## src/rtl/fpdiv_sched.sv

```systemverilog
// Two-requester scheduler in front of a single multi-cycle FP divider.
// Round-robin grant, one operation in flight, timeout abort to a quiet NaN.
//
// state | meaning
// IDLE  | waiting for a request; combinational grant
// ISSUE | start pulse to divider with latched operands
// WAIT  | waiting for div_done_i or timeout
// RESP  | response held to the owner until accepted
module fpdiv_sched #(
    parameter int TIMEOUT = 64
) (
    input  logic        clk_i,
    input  logic        rst_i,
    input  logic [1:0]  req_valid_i,
    output logic [1:0]  req_ready_o,
    input  logic [63:0] req_a_i,
    input  logic [63:0] req_b_i,
    output logic        div_start_o,
    output logic [31:0] div_a_o,
    output logic [31:0] div_b_o,
    input  logic        div_done_i,
    input  logic [31:0] div_z_i,
    output logic [1:0]  rsp_valid_o,
    input  logic [1:0]  rsp_ready_i,
    output logic [31:0] rsp_z_o,
    output logic [7:0]  timeout_cnt_o
);

    typedef enum logic [1:0] {IDLE, ISSUE, WAIT, RESP} state_t;

    localparam logic [7:0]  TO_LAST = 8'(TIMEOUT - 1);
    localparam logic [31:0] QNAN    = 32'hFFC0_0000;

    state_t      state, state_nxt;
    logic [7:0]  wait_cnt;
    logic        owner;
    logic        last_grant;
    logic [31:0] a_q, b_q, result;
    logic [7:0]  timeout_cnt;
    logic [1:0]  grant;
    logic        grant_id;

    // Tie goes to the requester not granted last; a lone requester always wins.
    always_comb begin
        grant    = 2'b00;
        grant_id = 1'b0;
        if (req_valid_i == 2'b11) begin
            grant_id = ~last_grant;
        end else begin
            grant_id = req_valid_i[1];
        end
        if (state == IDLE && !rst_i && (|req_valid_i)) begin
            grant = grant_id ? 2'b10 : 2'b01;
        end
    end

    always_comb begin
        state_nxt = state;
        case (state)
            IDLE:  if (|grant) state_nxt = ISSUE;
            ISSUE: state_nxt = WAIT;
            WAIT:  if (div_done_i || wait_cnt == TO_LAST) state_nxt = RESP;
            RESP:  if (rsp_ready_i[owner]) state_nxt = IDLE;
            default: state_nxt = IDLE;
        endcase
    end

    always_ff @(posedge clk_i or posedge rst_i) begin
        if (rst_i) begin
            state       <= IDLE;
            wait_cnt    <= 8'd0;
            owner       <= 1'b0;
            last_grant  <= 1'b1;
            a_q         <= 32'd0;
            b_q         <= 32'd0;
            result      <= 32'd0;
            timeout_cnt <= 8'd0;
        end else begin
            state <= state_nxt;
            case (state)
                IDLE: begin
                    if (|grant) begin
                        a_q        <= grant_id ? req_a_i[63:32] : req_a_i[31:0];
                        b_q        <= grant_id ? req_b_i[63:32] : req_b_i[31:0];
                        owner      <= grant_id;
                        last_grant <= grant_id;
                    end
                end
                ISSUE: wait_cnt <= 8'd0;
                WAIT: begin
                    // done wins over a timeout landing on the same cycle
                    if (div_done_i) begin
                        result <= div_z_i;
                    end else if (wait_cnt == TO_LAST) begin
                        result <= QNAN;
                        if (timeout_cnt != 8'hFF) timeout_cnt <= timeout_cnt + 8'd1;
                    end else begin
                        wait_cnt <= wait_cnt + 8'd1;
                    end
                end
                default: ;
            endcase
        end
    end

    assign req_ready_o   = grant;
    assign div_start_o   = (state == ISSUE);
    assign div_a_o       = a_q;
    assign div_b_o       = b_q;
    assign rsp_valid_o   = (state == RESP) ? (owner ? 2'b10 : 2'b01) : 2'b00;
    assign rsp_z_o       = (state == RESP) ? result : 32'd0;
    assign timeout_cnt_o = timeout_cnt;

endmodule

```

## config.mk

```make
export PLATFORM = sky130hd
export DESIGN_NAME = fpdiv_sched
export DESIGN_NICKNAME = d
export VERILOG_FILES = /design/src/rtl/fpdiv_sched.sv
export SDC_FILE = /design/constraint.sdc
export NUM_CORES = 1
export LEC_CHECK = 0
export ABC_AREA = 1
export BUFFER_PORTS_ARGS = -buffer_cell sky130_fd_sc_hd__buf_2
export CAP_MARGIN = 25
export CORE_MARGIN = 2
export CORE_UTILIZATION = 40
export CTS_CLUSTER_SIZE = 14
export DETAILED_ROUTE_END_ITERATION = 8
export MAX_ROUTING_LAYER = met4
export PLACE_DENSITY = 0.71
export RECOVER_POWER = 100
export SLEW_MARGIN = 20
export SYNTH_ARGS = -nofsm -noshare
export SYNTH_HDL_FRONTEND = slang
export SYNTH_SLANG_ARGS = --single-unit
export TNS_END_PERCENT = 50
```

## constraint.sdc

```tcl
create_clock -name clk_i -period 12.55 [get_ports clk_i]
set_clock_uncertainty 0.05 [all_clocks]
set_input_delay 1.255 -clock clk_i [delete_from_list [all_inputs] [get_ports clk_i]]
set_output_delay 1.255 -clock clk_i [all_outputs]
set_load 0.02 [all_outputs]
```

==> results_dict.tcl, run 1 <==
set metrics [dict create \
    num-fill-cells 1445 \
    critPathCaptureType "primary output" \
    fmax_ghz 0.1445 \
    finalSetupViolations 0 \
    syn_nets 903 \
    pin_count 276 \
    power_frac_seq_pct 35.3 \
    num_rows 43 \
    rsz0062_at_grt "no" \
    cpLargestDelayFamily "buffers and inverters" \
    grt_max_degree 74 \
    power_density_nw_per_um2 231.6 \
    status "complete, but fails checks" \
    cp_cell_sequence "buf_2, clkinvlp_2, nand3_1, nor2_4, clkbuf_1, buf_2" \
    crit_buf_inv 4 \
    worst_path_largest_cell_delay_ns 1.97 \
    violations "max-capacitance violations, max-slew violations" \
    netSwitchingPower_uw 693.5 \
    cts_sinks 116 \
    wl_met2_um 7406 \
    period_needed_ns 6.920 \
    power_mw 1.729 \
    dp_hpwl_um 10980 \
    sw_frac_of_total_pct 40.11 \
    slew-limit-headroom_pct -150.8 \
    drt_iter0_markers 266 \
    synth_top_family_by_area "simple AND/OR/NAND/NOR gates" \
    htreeDepth 4 \
    ctsResizeCount 0 \
    clkLatencyLatePin_ns 0.40 \
    finalCritPeriodShare_pct 55.14 \
    cts_setup_buffers 0 \
    p_int_mw 1.036 \
    dp_worst_setup_slack_ns 8.156 \
    dr.pass1.iters 4 \
    wl_um 15610 \
    ant_nets 0 \
    fin_ws_ns 5.630 \
    path_common_cell "buf_2" \
    cts_buffer_depth 2 \
    fin_area_um2 7467 \
    crit_type "in2out" \
    grt_pass1_wl_um 24390 \
    die_w_um 122.4 \
    nets 1165 \
    dp_cells 1153 \
    max-vdd-ir-drop_v 0.00009346 \
    synth-seq-cells 116 \
    drv_cap 4 \
    yosysUniqueCellTypes 26 \
    wl_per_cell_um 13.16 \
    post-route-drc-count 0 \
    root_buffer "clkbuf_16" \
    synth_adder_area_share_pct 1.338 \
    die_y_um 122.4 \
    slowest_stage "clkbuf_1" \
    placed_area_um2 7054 \
    path_clk_slew_ns 0.05 \
    gp_congestion 0.8606 \
    whs_ns 0.4279 \
    drive_above_1_share_pct 20.90 \
    critPathArrivalTime_ns 5.61 \
    crit_path_start_kind "input port" \
    grt_pass1_vias 5207 \
    yosysWarnings 0 \
    power_frac_comb_pct 36.4 \
    num_vias 5580 \
    path_max_fanout 65 \
    synthCells 730 \
    antenna_found_initial 1 \
    wl_met3_um 1277 \
    grtUsageTotal_pct 21.33 \
    syn-cell-area_um2 5610 \
    final_core_util_pct 54.22 \
    power_frac_clock_pct 28.3 \
    io_buffers 275 \
    avgSynthCellArea_um2 7.685 \
    syn2layout_area_growth_pct 33.10 \
    top_layer_used "met4" \
    synth_compound_area_share_pct 1.338 \
    coreArea_um2 13770 \
    synthMuxAreaShare_pct 0 \
    cts_hold_buf 0 \
    tightest_slew_ns 3.761 \
    hold_viol_final 0 \
    yosysSeqAreaShare_pct 51.76 \
    hold_path.class "reg2reg" \
    cts_tree "built" \
    synth-simple-area-share_pct 37.02 \
    cts_buffers 17 \
    cp.required_ns 11.24 \
    drv_slew 251 \
    initial_core_util_pct 40.73 \
    tns_ns 0 \
    overflow 0 \
    die_area_um2 14990 \
    met1_length_um 6558 \
    p_leak_nw 4.076 \
    vias_per_cell 4.705 \
    finalNonFillerCells 1186 \
    synth_xor_area_share_pct 0.7806 \
]
==> per-layer routing <==
metal	global-route usage (%)	up-vias
met4	7.687	0
met1	26.21	2546
met2	33.58	223
li1	-	2786
met5	-	-
met3	6.180	25
==> power by group through the flow <==
stage | clock network [mW] | registers [mW] | logic (mW)
final | 0.490 | 0.610 | 0.629
after global routing | 0.516 | 0.629 | 0.701
after CTS | 0.501 | 0.607 | 0.677
after detailed placement | 0 | 0.605 | 0.679
after global placement | 0 | 0.608 | 0.665
after floorplan | 0 | 0.713 | 0.349
==> worst paths after layout <==
| check | start | depth (start not counted) | end | slack, ns |
|---|---|---|---|---|
| min | last_grant | 2 | last_grant | 0.43 |
| max in group asynchronous | rst_i | 3 | result[31] | 6.89 |
| max | rst_i | 6 | req_ready_o[0] | 5.63 |
| min in group asynchronous | rst_i | 2 | div_b_o[24] | 1.29 |
| max reg2reg | state[0] | 8 | wait_cnt[7] | 8.58 |
| min reg2reg | last_grant | 2 | last_grant | 0.43 |
==> cells in the mapped netlist <==
master	number	share of area, %
nor2_1	42	2.8
dfstp_2	1	0.47
xnor2_1	3	0.47
nor2_4	1	0.20
o21ai_2	2	0.31
xor2_1	2	0.31
buf_8	1	0.27
o21ai_0	8	0.71
buf_2	15	1.3
nand2_1	320	21
nand3_1	121	11
inv_1	54	3.6
or2_2	3	0.33
nand2_2	1	0.11
buf_4	2	0.27
nor2_2	3	0.33
o21bai_1	1	0.13
nand3_2	1	0.18
a21oi_1	2	0.18
inv_2	2	0.13
clkbuf_1	14	0.94
nand3_4	2	0.62
ha_1	6	1.3
buf_6	6	1.2
nand4_1	2	0.22
dfrtp_1	115	51
==> kinds of logic after synthesis <==
family / count (synthesis)
AO/OA/AOI/OAI: 13
XOR/XNOR: 5
adder cells (fa/ha/maj): 6
buffers and inverters: 94
flip-flops: 116
AND/OR/NAND/NOR: 496
==> cells in the final DEF, fill, tap and decap left out, types with 4 or more instances in the layout <==
cell          n
nor2_1       42
o21ai_0      10
inv_1        54
buf_2       169
dfrtp_1     115
clkbuf_1    113
nand3_1     124
nand2_1     320
clkinvlp_4    4
clkbuf_16    17
ha_1          6
==> worst min-delay path, delay by kind of cell, from the launching register on <==
kind             cells  cell delay [ns]
and+or+nand+nor      2             0.11
DFF                  1             0.36
==> sequential cells by signal (all words and copies together), names as in the netlist <==
register and count:
state 2, owner 1, wait_cnt 8, div_b_o 32, div_a_o 32, last_grant 1
result 32, timeout_cnt_o 8
==> cell type report <==
cell class                      count  area [µm²]  share of cell area, %
Sequential cell                   116        2904                  38.89
Multi-Input combinational cell    520        2238                  29.98
Timing Repair Buffer              281        1282                  17.17
Clock buffer                       20       446.7                  5.982
Tap cell                          180       225.2                  3.016
Inverter                           56       211.5                  2.832
Clock inverter                     12       156.4                  2.095
Antenna cell                        1       2.502                0.03351
Note: power is estimated with default switching activity, not from simulation.
==> inputs of run 2 (changes only) <==
==> constraint.sdc (replaced) <==
create_clock -name clk_i -period 7.1 [get_ports clk_i]
set_clock_uncertainty 0.05 [all_clocks]
set_input_delay 0.71 -clock clk_i [delete_from_list [all_inputs] [get_ports clk_i]]
set_output_delay 0.71 -clock clk_i [all_outputs]
set_load 0.02 [all_outputs]
==> run 2 against run 1 <==
The flow still finishes with violations (max-capacitance violations, max-slew violations). Critical path depth up 1. Final area down 0.55%. Clock power up 63%. First-iteration DRC count up 33%. Critical path type unchanged. Highest routed layer unchanged.
==> results_dict.tcl, run 2 (synthesis gave the netlist of run 1 again) <==
set metrics [dict create \
    crit_buf_inv 5 \
    rsz0062_at_grt "no" \
    fmax_ghz 0.2111 \
    slowest_stage "clkbuf_1" \
    met3_usage_pct 4.972 \
    cts_buffer_depth 2 \
    r2r-start "state[0]" \
    post-route-drc-count 0 \
    ant_nets 0 \
    dr.pass1.iters 4 \
    critPathArrivalTime_ns 3.98 \
    coreArea_um2 13770 \
    gr-max-usage-layer "met2" \
    period_needed_ns 4.736 \
    crit_type "in2out" \
    path_max_fanout 68 \
    io_buffers 275 \
    drv_cap 2 \
    initial_core_util_pct 40.73 \
    cts_sinks 116 \
    cp_cell_sequence "clkbuf_1, inv_4, nand3_1, clkbuf_1, nor2_4, buf_4, clkbuf_1" \
    cts_setup_buffers 0 \
    slew-limit-headroom_pct -134.7 \
    use_met2_pct 33.72 \
    path_clk_slew_ns 0.06 \
    nets 1165 \
    drv_slew 138 \
    vias_per_cell 4.657 \
    cp.required_ns 6.34 \
    wl_um 15410 \
    grt_pass1_vias 5145 \
    final_cell_mix "nand2_1, buf_2, nand3_1" \
    critPathCaptureType "primary output" \
    drt_iter0_markers 354 \
    dp_hpwl_um 10870 \
    die_area_um2 14990 \
    num-fill-cells 1422 \
    violations "max-capacitance violations, max-slew violations" \
    grtUsageTotal_pct 21.07 \
    crit_path_start_kind "input port" \
    root_buffer "clkbuf_16" \
    wl_per_cell_um 12.99 \
    die_w_um 122.4 \
    final_common_cell "nand2_1" \
    ctsResizeCount 0 \
    max-vdd-ir-drop_v 0.0001700 \
    htreeDepth 4 \
    overflow 0 \
    num_vias 5523 \
    cts_tree "built" \
    cts_hold_buf 0 \
    die_y_um 122.4 \
    status "complete, but fails checks" \
    clkLatencyLatePin_ns 0.40 \
    dp_worst_setup_slack_ns 3.417 \
    grt_use_met1_pct 26.28 \
    startpoint "rst_i" \
    cts_buffers 17 \
    tns_ns 0 \
    grt_max_degree 69 \
    finalNonFillerCells 1186 \
    finalCritPeriodShare_pct 66.71 \
    path_common_cell "clkbuf_1" \
    pin_count 276 \
    reg2reg_setup_slack_ns 3.18 \
    worstRegToRegCells 6 \
    grt_pass1_wl_um 24140 \
    antenna_found_initial 1 \
    hold_path.class "in2async" \
    r2r-end "wait_cnt[5]" \
    tightest_slew_ns 3.520 \
    drive_above_1_share_pct 21.09 \
    syn2layout_area_growth_pct 32.36 \
    gp_congestion 0.8487 \
    cpLargestDelayFamily "buffers and inverters" \
    cp.depth 7 \
    p_leak_nw 4.058 \
    num_rows 43 \
    finalSetupViolations 0 \
    fin_ws_ns 2.364 \
    power_density_nw_per_um2 401.5 \
    hold_viol_final 0 \
    worst_path_largest_cell_delay_ns 2.14 \
    dp_cells 1152 \
]
==> run 2: cell types whose count changed in the layout (fill, tap and decap cells not counted) <==
cell        previous run  this run
clkbuf_1             113       112
clkinvlp_4             4         6
clkbuf_8               1         0
clkinv_2               2         3
buf_4                  0         1
inv_4                  0         1
bufinv_16              3         1
buf_2                169       167
clkinv_4               3         2
inv_2                  0         1
inv_6                  0         3
clkinv_1               1         0
clkinvlp_2             1         0
==> run 2: through the flow <==
stage	power (mW)	cell area, µm²	hold WS [ns]	utilization (%)
after floorplan	1.876	5610	0.3973	-
after global placement	2.253	7032	0.4152	51.05
after detailed placement	2.266	7034	0.4242	51.07
after CTS	3.079	7594	0.3447	55.13
after global routing	3.195	7426	0.3804	53.92
final	2.982	7426	0.3125	53.92
==> run 2: cell type report <==
cell class	instances	area [µm²]	share of cell area (%)
diodes	1	2.502	0.03370
clock buffers	17	425.4	5.729
clock inverters	15	133.9	1.803
inverters	56	212.7	2.864
multi-input cells	520	2238	30.14
flip-flops and latches	116	2904	39.11
well taps	180	225.2	3.033
repair buffers	281	1284	17.29
==> run 2: per-layer routing <==
layer	vias to the layer above	part of all wire, %
met5	-	0
met4	0	1.8
met3	16	6.4
met2	211	50
met1	2500	42
li1	2796	-
==> run 2: worst max path at each step <==
stage / to / slack, ns
CTS: req_ready_o[0] / 3.43
floorplan: req_ready_o[1] / 2.27
global route: state[1] / 1.94
finish: req_ready_o[0] / 2.36
detailed placement: req_ready_o[0] / 3.42
global placement: req_ready_o[0] / 3.46
==> run 2: where the power goes <==
| part | leakage [nW] | total, mW | switching (mW) | internal, mW |
|---|---|---|---|---|
| clock network | 0.258 | 0.801 | 0.319 | 0.482 |
| registers | 1.46 | 1.08 | 0.149 | 0.927 |
| logic | 2.34 | 1.10 | 0.766 | 0.338 |
